<file path="src/rtl/mac_pipe_tile.sv">
// mac_pipe_tile: pipelined multiply-accumulate tile for the MAC column.
// Forms the dot product of LANES operand pairs per cycle. It either emits every
// dot product or accumulates len+1 samples before emitting. The result is
// shifted right, then saturated or wrapped to OW bits.
//
// Ports:
//   clk        clock
//   rst        synchronous active-high reset
//   cset       configuration latch strobe; flushes the pipeline
//   conf       configuration word {len, shift, mode, sat, inreg, sgn}
//   in_valid   operand sample valid
//   in_clear   discard partial accumulation (travels with its cycle)
//   in_a/in_b  operands, lane k at [k*WW +: WW]
//   out_valid  one-cycle result pulse
//   out_data   formatted result (held while out_valid=0)
//   out_ovf    result clipped or wrapped
module mac_pipe_tile #(
  parameter int unsigned WW    = 4,
  parameter int unsigned LANES = 2,
  parameter int unsigned OW    = 2 * WW,
  parameter int unsigned ACCW  = 2 * WW + $clog2(LANES) + 8,
  parameter int unsigned LW    = 8,
  parameter int unsigned SHW   = $clog2(ACCW),
  parameter int unsigned CONFW = 4 + SHW + LW
) (
  input  logic                clk,
  input  logic                rst,
  input  logic                cset,
  input  logic [CONFW-1:0]    conf,
  input  logic                in_valid,
  input  logic                in_clear,
  input  logic [LANES*WW-1:0] in_a,
  input  logic [LANES*WW-1:0] in_b,
  output logic                out_valid,
  output logic [OW-1:0]       out_data,
  output logic                out_ovf
);

  logic [CONFW-1:0] cfg_q;
  logic             cfg_sgn, cfg_inreg, cfg_sat, cfg_mode;
  logic [SHW-1:0]   cfg_shift;
  logic [LW-1:0]    cfg_len;

  assign cfg_sgn   = cfg_q[0];
  assign cfg_inreg = cfg_q[1];
  assign cfg_sat   = cfg_q[2];
  assign cfg_mode  = cfg_q[3];
  assign cfg_shift = cfg_q[4 +: SHW];
  assign cfg_len   = cfg_q[4 + SHW +: LW];

  // S0 optional input register
  logic                s0_valid_q, s0_clear_q;
  logic [LANES*WW-1:0] s0_a_q, s0_b_q;

  logic                st_valid, st_clear;
  logic [LANES*WW-1:0] st_a, st_b;

  always_comb begin
    st_valid = cfg_inreg ? s0_valid_q : in_valid;
    st_clear = cfg_inreg ? s0_clear_q : in_clear;
    st_a     = cfg_inreg ? s0_a_q : in_a;
    st_b     = cfg_inreg ? s0_b_q : in_b;
  end

  // S1 products. Extending operands to 2*WW first keeps the low 2*WW product
  // bits exact for both signed and unsigned operands.
  logic [2*WW-1:0]             op_a, op_b;
  logic [LANES-1:0][2*WW-1:0]  prod_d, prod_q;
  logic                        s1_valid_q, s1_clear_q;

  always_comb begin
    op_a   = '0;
    op_b   = '0;
    prod_d = '0;
    for (int k = 0; k < LANES; k++) begin
      op_a      = {{WW{cfg_sgn & st_a[k*WW+WW-1]}}, st_a[k*WW +: WW]};
      op_b      = {{WW{cfg_sgn & st_b[k*WW+WW-1]}}, st_b[k*WW +: WW]};
      prod_d[k] = op_a * op_b;
    end
  end

  // S2 adder tree, accumulator and output formatting
  logic [ACCW-1:0] sum;

  always_comb begin
    sum = '0;
    for (int k = 0; k < LANES; k++) begin
      sum = sum + {{(ACCW-2*WW){cfg_sgn & prod_q[k][2*WW-1]}}, prod_q[k]};
    end
  end

  logic [ACCW-1:0] acc_q, acc_d, acc_next, result;
  logic [LW-1:0]   cnt_q, cnt_d, cnt_eff;
  logic            emit;

  always_comb begin
    acc_d    = acc_q;
    cnt_d    = cnt_q;
    emit     = 1'b0;
    result   = sum;
    // A clear restarts the count before this cycle's sample is applied.
    cnt_eff  = s1_clear_q ? '0 : cnt_q;
    acc_next = (cnt_eff == '0) ? sum : acc_q + sum;
    if (!cfg_mode) begin
      emit = s1_valid_q;
    end else begin
      cnt_d = cnt_eff;
      if (s1_valid_q) begin
        result = acc_next;
        if (cnt_eff == cfg_len) begin
          emit  = 1'b1;
          cnt_d = '0;
        end else begin
          cnt_d = cnt_eff + LW'(1);
          acc_d = acc_next;
        end
      end
    end
  end

  logic [ACCW-1:0] shifted;
  logic [OW-1:0]   sat_val, fmt_data;
  logic            fits, fmt_ovf;

  always_comb begin
    if (cfg_sgn) begin
      shifted = $signed(result) >>> cfg_shift;
      fits    = shifted[ACCW-1:OW-1] == {(ACCW-OW+1){shifted[ACCW-1]}};
      sat_val = shifted[ACCW-1] ? {1'b1, {(OW-1){1'b0}}} : {1'b0, {(OW-1){1'b1}}};
    end else begin
      shifted = result >> cfg_shift;
      fits    = shifted[ACCW-1:OW] == '0;
      sat_val = '1;
    end
    fmt_ovf  = ~fits;
    fmt_data = (fits || !cfg_sat) ? shifted[OW-1:0] : sat_val;
  end

  always_ff @(posedge clk) begin
    if (rst) begin
      cfg_q      <= '0;
      s0_valid_q <= 1'b0;
      s0_clear_q <= 1'b0;
      s0_a_q     <= '0;
      s0_b_q     <= '0;
      s1_valid_q <= 1'b0;
      s1_clear_q <= 1'b0;
      prod_q     <= '0;
      acc_q      <= '0;
      cnt_q      <= '0;
      out_valid  <= 1'b0;
      out_data   <= '0;
      out_ovf    <= 1'b0;
    end else if (cset) begin
      // New config: drop this cycle's inputs and everything in flight.
      cfg_q      <= conf;
      s0_valid_q <= 1'b0;
      s0_clear_q <= 1'b0;
      s1_valid_q <= 1'b0;
      s1_clear_q <= 1'b0;
      acc_q      <= '0;
      cnt_q      <= '0;
      out_valid  <= 1'b0;
    end else begin
      s0_valid_q <= in_valid;
      s0_clear_q <= in_clear;
      s0_a_q     <= in_a;
      s0_b_q     <= in_b;
      s1_valid_q <= st_valid;
      s1_clear_q <= st_clear;
      prod_q     <= prod_d;
      acc_q      <= acc_d;
      cnt_q      <= cnt_d;
      out_valid  <= emit;
      if (emit) begin
        out_data <= fmt_data;
        out_ovf  <= fmt_ovf;
      end
    end
  end

endmodule
</file>
<file path="config.mk">
export PLATFORM = sky130hd
export DESIGN_NAME = mac_pipe_tile
export DESIGN_NICKNAME = d
export VERILOG_FILES = /design/src/rtl/mac_pipe_tile.sv
export SDC_FILE = /design/constraint.sdc
export NUM_CORES = 1
export LEC_CHECK = 0
export BUFFER_PORTS_ARGS = -buffer_cell sky130_fd_sc_hd__buf_2
export CAP_MARGIN = 10
export CORE_MARGIN = 2
export CORE_UTILIZATION = 40
export CTS_BUF_LIST = sky130_fd_sc_hd__clkbuf_8
export DETAILED_ROUTE_END_ITERATION = 8
export GPL_ROUTABILITY_DRIVEN = 0
export PLACE_DENSITY = 0.55
export SLEW_MARGIN = 5
export SYNTH_ARGS = -nofsm -noshare
export SYNTH_HDL_FRONTEND = slang
export SYNTH_SLANG_ARGS = --single-unit
</file>
<file path="constraint.sdc">
create_clock -name clk -period 6.9 [get_ports clk]
set_clock_uncertainty 0.05 [all_clocks]
set_input_delay 1.035 -clock clk [delete_from_list [all_inputs] [get_ports clk]]
set_output_delay 1.035 -clock clk [all_outputs]
set_load 0.01 [all_outputs]
</file>
==> impl_summary.log <==
[metrics] CTS clk-pin slew, worst paths: 0.10 ns
[metrics] setup TNS: 0 ns
[metrics] effective utilization at floorplan: 0.4039
[metrics] floorplan core area: between 20000 and 25000 um2
[metrics] number of register bits inferred by synthesis: 88
[metrics] Num CTS Buffers: 9
[metrics] layout cell share with drive strength beyond 1: 0.1024
[metrics] Required @ worst endpoint: 7.13 ns
[metrics] RSZ-0062 raised after global routing: no
[metrics] launch point of the worst reg-to-reg path: cfg_q[0]$_SDFFE_PP0P_
[metrics] cell type of the slowest stage on the worst timing path: sky130_fd_sc_hd__ha_1
[metrics] Reg2Reg Depth: 21
[metrics] setup slack after placement: 0.7475 ns
[metrics] Post-layout nets: 1167
[metrics] via count: 7393
[metrics] fraction of post-synthesis cell area in the top cell type by area: 0.2169
[metrics] Max Transition Viols Final: 0
[metrics] share of async-settable or async-resettable flops after synthesis: 0
[metrics] sequential area share after synthesis: 0.2169
[metrics] wire length per cell after detailed routing: around 16 um
[metrics] kind of end point of the critical path: flip-flop
[metrics] layout overhead on the synthesized area: 6.887%
[metrics] number of buffers inserted by hold repair at cts: 0
[metrics] routed wire length: 21.32 mm
[metrics] critical path launch point: cfg_q[0]$_SDFFE_PP0P_
[metrics] CP Class: reg2reg
[metrics] Setup Fix Bufs, Post-CTS: 0
[metrics] count of warnings emitted by yosys: 0
[metrics] number of global-route vias before repair: 7019
[metrics] worst-case vdd ir drop: 0.08447 mV
[metrics] Slew @ Worst Pin: roughly 0.97 ns
[metrics] die width: 146.5 um
[metrics] top_reg_cell synth: sky130_fd_sc_hd__dfxtp_1
[metrics] cell area after synthesis: 8120 um2
[metrics] final critical-path share of the clock period: 0.8922
[metrics] synthesized netlist cell count: 1043
[metrics] CTS tree: built
[metrics] htree depth: 3
[metrics] largest net degree at the start of global routing: 77
[metrics] placed wire-length estimate after detailed placement: 16.04 mm
[metrics] overall die height: 146.5 um
[metrics] count of final setup violators: 0
[metrics] count of input and output buffers: 47
[metrics] Syn Area/Cell: 7.786 um2
[metrics] clock root buffer master: sky130_fd_sc_hd__clkbuf_8
[metrics] Ant. Diodes: 0
[metrics] worst-case headroom to the max-slew limit: 0.3493
[metrics] residual antenna-violating net count after detailed routing: 0
[metrics] GRT Resource Usage Total: 0.2018
[metrics] top library cells by usage in the layout, fill and taps aside: 134 x sky130_fd_sc_hd__nor2_1, 102 x sky130_fd_sc_hd__nand2_1, 87 x sky130_fd_sc_hd__dfxtp_1
[metrics] Top Ports: between 40 and 50
[metrics] # resized after CTS: 0
[metrics] pwr/cell area: 160.2 nW/um2
[metrics] arrival time of the worst setup path: 6.39 ns
[metrics] worst setup path endpoint: out_data[7]$_SDFFE_PP0P_
[metrics] first-pass GRT wire length: 35.74 mm
[metrics] leakage power figure: 3.634 nW
[metrics] FILL cells: 2106
[metrics] crit start category: flip-flop
[metrics] Via density: 5.580
[metrics] leading area contributor after synthesis: sky130_fd_sc_hd__dfxtp_1
[metrics] run status: completed
[metrics] cell types occupying the most area after synthesis: sky130_fd_sc_hd__dfxtp_1 22%, sky130_fd_sc_hd__mux2i_1 8.4%, sky130_fd_sc_hd__ha_1 8.2%, sky130_fd_sc_hd__fa_1 6.4%, sky130_fd_sc_hd__nor2_1 6.2%
[metrics] Hold WC Path Type: reg2reg
[metrics] Remaining Overflow, GRT: 0
[metrics] maximum net fanout on the critical path: 17
[metrics] total of max-cap violations: 0
[metrics] endpoint of the lowest-slack register-to-register path: out_data[7]$_SDFFE_PP0P_
[metrics] clk_lat worst skew: 0.38 ns
[metrics] hold violation count in the final report: 0
[metrics] delay of the slowest critical-path stage: 0.58 ns
[metrics] TritonCTS Sinks: 88
[metrics] Detailed Route Iter0 Violations: 370
[metrics] number of antenna violations at the first check in global routing: 1
[metrics] total DRC errors in the routed layout: 0
[metrics] number of placement rows: 52
[metrics] number of distinct standard cells referenced by the synthesized netlist: 85
[metrics] cell-by-cell trace of the critical path: buf_4 > and2_1 > ha_1 > nand2b_1 > nand2_1 > o21ai_0 > or2_1 > clkinv_1 > ha_1 > and4_1 > nor4b_1 > a221o_1 > nor4b_1 > o21ai_0 > and2_1 > a2111oi_0 > nand4_1 > o211ai_2 > a21oi_4 > a21o_1 > a32o_1
[metrics] maximum count of clock buffers along a single path: 2
[metrics] net count of the mapped netlist: 1160
[metrics] shortest clock period the worst path allows after layout: about 6 ns
[metrics] Die ar.: between 20000 and 25000 um2
[metrics] count of flip-flops with a built-in enable after synthesis: 0
[metrics] final setup slack of the worst path: 0.7435 ns
[metrics] Max Fclk: around 160 MHz
[metrics] DRT Pass-1 Iters: 5
[metrics] final total power: 1.391 mW
[metrics] most common library cell in the layout ignoring fill and taps: sky130_fd_sc_hd__nor2_1
[metrics] slack of the worst reg-to-reg path: 0.74 ns
[power breakdown]
part           switching, mW  total (mW)  leakage [nW]  internal, mW
logic                  0.287       0.476          2.82         0.189
registers             0.0302       0.565         0.719         0.535
clock network          0.214       0.349        0.0919         0.135
total                  0.531        1.39          3.63         0.860
[worst max-delay path, delay by kind of cell (launching register included)]
| family | cells | cell delay, ns |
|---|---|---|
| AOI/OAI and AO/OA | 8 | 2.06 |
| DFF | 1 | 0.32 |
| buffers and inverters | 2 | 0.67 |
| and+or+nand+nor | 9 | 2.01 |
| adders and majority gates | 2 | 0.92 |
[kinds of logic after synthesis]
family / Yosys count / share of synthesized area
adders and majority gates: 79 / 0.1458
DFF: 88 / 0.2169
AOI/OAI and AO/OA: 281 / 0.2331
muxes: 74 / 0.09491
xor gates and xnor gates: 38 / 0.04099
and+or+nand+nor: 363 / 0.2079
buffers and inverters: 120 / 0.06040
[per-layer routing]
layer  routed length (um)  share of wire  GRT usage
met1                 9793           0.46     0.2667
met2                10310           0.48     0.3486
met3                  980          0.046    0.03156
met4                  237          0.011    0.04417
met5                    0              0          0
[layout make-up]
cell class | count | area [um2] | area share
clock buffer | 9 | 123.9 | 0.01427
inverter | 59 | 221.5 | 0.02552
multi-input combinational | 835 | 5868 | 0.6761
clock inverter | 7 | 55.05 | 0.006343
tap | 270 | 337.8 | 0.03892
sequential | 88 | 1763 | 0.2031
timing repair buffer | 57 | 310.3 | 0.03575
[synth_stat cells (25+ instances only)]
| master | n |
|---|---|
| sky130_fd_sc_hd__o21ai_0 | 73 |
| sky130_fd_sc_hd__a21oi_1 | 60 |
| sky130_fd_sc_hd__mux2i_1 | 68 |
| sky130_fd_sc_hd__dfxtp_1 | 88 |
| sky130_fd_sc_hd__clkbuf_1 | 46 |
| sky130_fd_sc_hd__fa_1 | 26 |
| sky130_fd_sc_hd__a31oi_1 | 25 |
| sky130_fd_sc_hd__nor2_1 | 134 |
| sky130_fd_sc_hd__nand3_1 | 34 |
| sky130_fd_sc_hd__ha_1 | 53 |
| sky130_fd_sc_hd__nand2_1 | 102 |
| sky130_fd_sc_hd__xnor2_1 | 28 |
| sky130_fd_sc_hd__inv_1 | 56 |
[worst min-delay path by stage]
| stage | end | slack [ns] | cells after the start | startpoint |
|---|---|---|---|---|
| floorplan | s1_clear_q$_SDFF_PP0_ | 0.39 | 2 | s0_clear_q$_SDFF_PP0_ |
| global placement | out_data[0]$_SDFFE_PP0P_ | 0.40 | 2 | out_data[0]$_SDFFE_PP0P_ |
| detailed placement | out_data[0]$_SDFFE_PP0P_ | 0.41 | 2 | out_data[0]$_SDFFE_PP0P_ |
| CTS | s1_valid_q$_SDFF_PP0_ | 0.43 | 2 | s0_valid_q$_SDFF_PP0_ |
| global route | out_data[7]$_SDFFE_PP0P_ | 0.46 | 1 | out_data[7]$_SDFFE_PP0P_ |
| finish | s1_valid_q$_SDFF_PP0_ | 0.43 | 2 | s0_valid_q$_SDFF_PP0_ |
[state kept, by name, indices dropped and copies added, names as in the netlist, 8 cells and up]
name      flops
s0_b_q        8
s0_a_q        8
out_data      8
prod_q       16
acc_q        17
cfg_q        17
cnt_q         8
[per-stage QoR]
| step | cell area [um2] | utilization | hold slack [ns] | std cells |
|---|---|---|---|---|
| 2_1_floorplan | 8120 | - | 0.3900 | 1043 |
| 3_3_place_gp | 8501 | 0.4228 | 0.3964 | 1309 |
| 3_5_place_dp | 8501 | 0.4228 | 0.4100 | 1309 |
| 4_1_cts | 8680 | 0.4317 | 0.4334 | 1325 |
| 5_1_grt | 8680 | 0.4317 | 0.4636 | 1325 |
| 6_report | 8680 | 0.4317 | 0.4282 | 1325 |
Note: power is estimated with default switching activity, not from simulation.
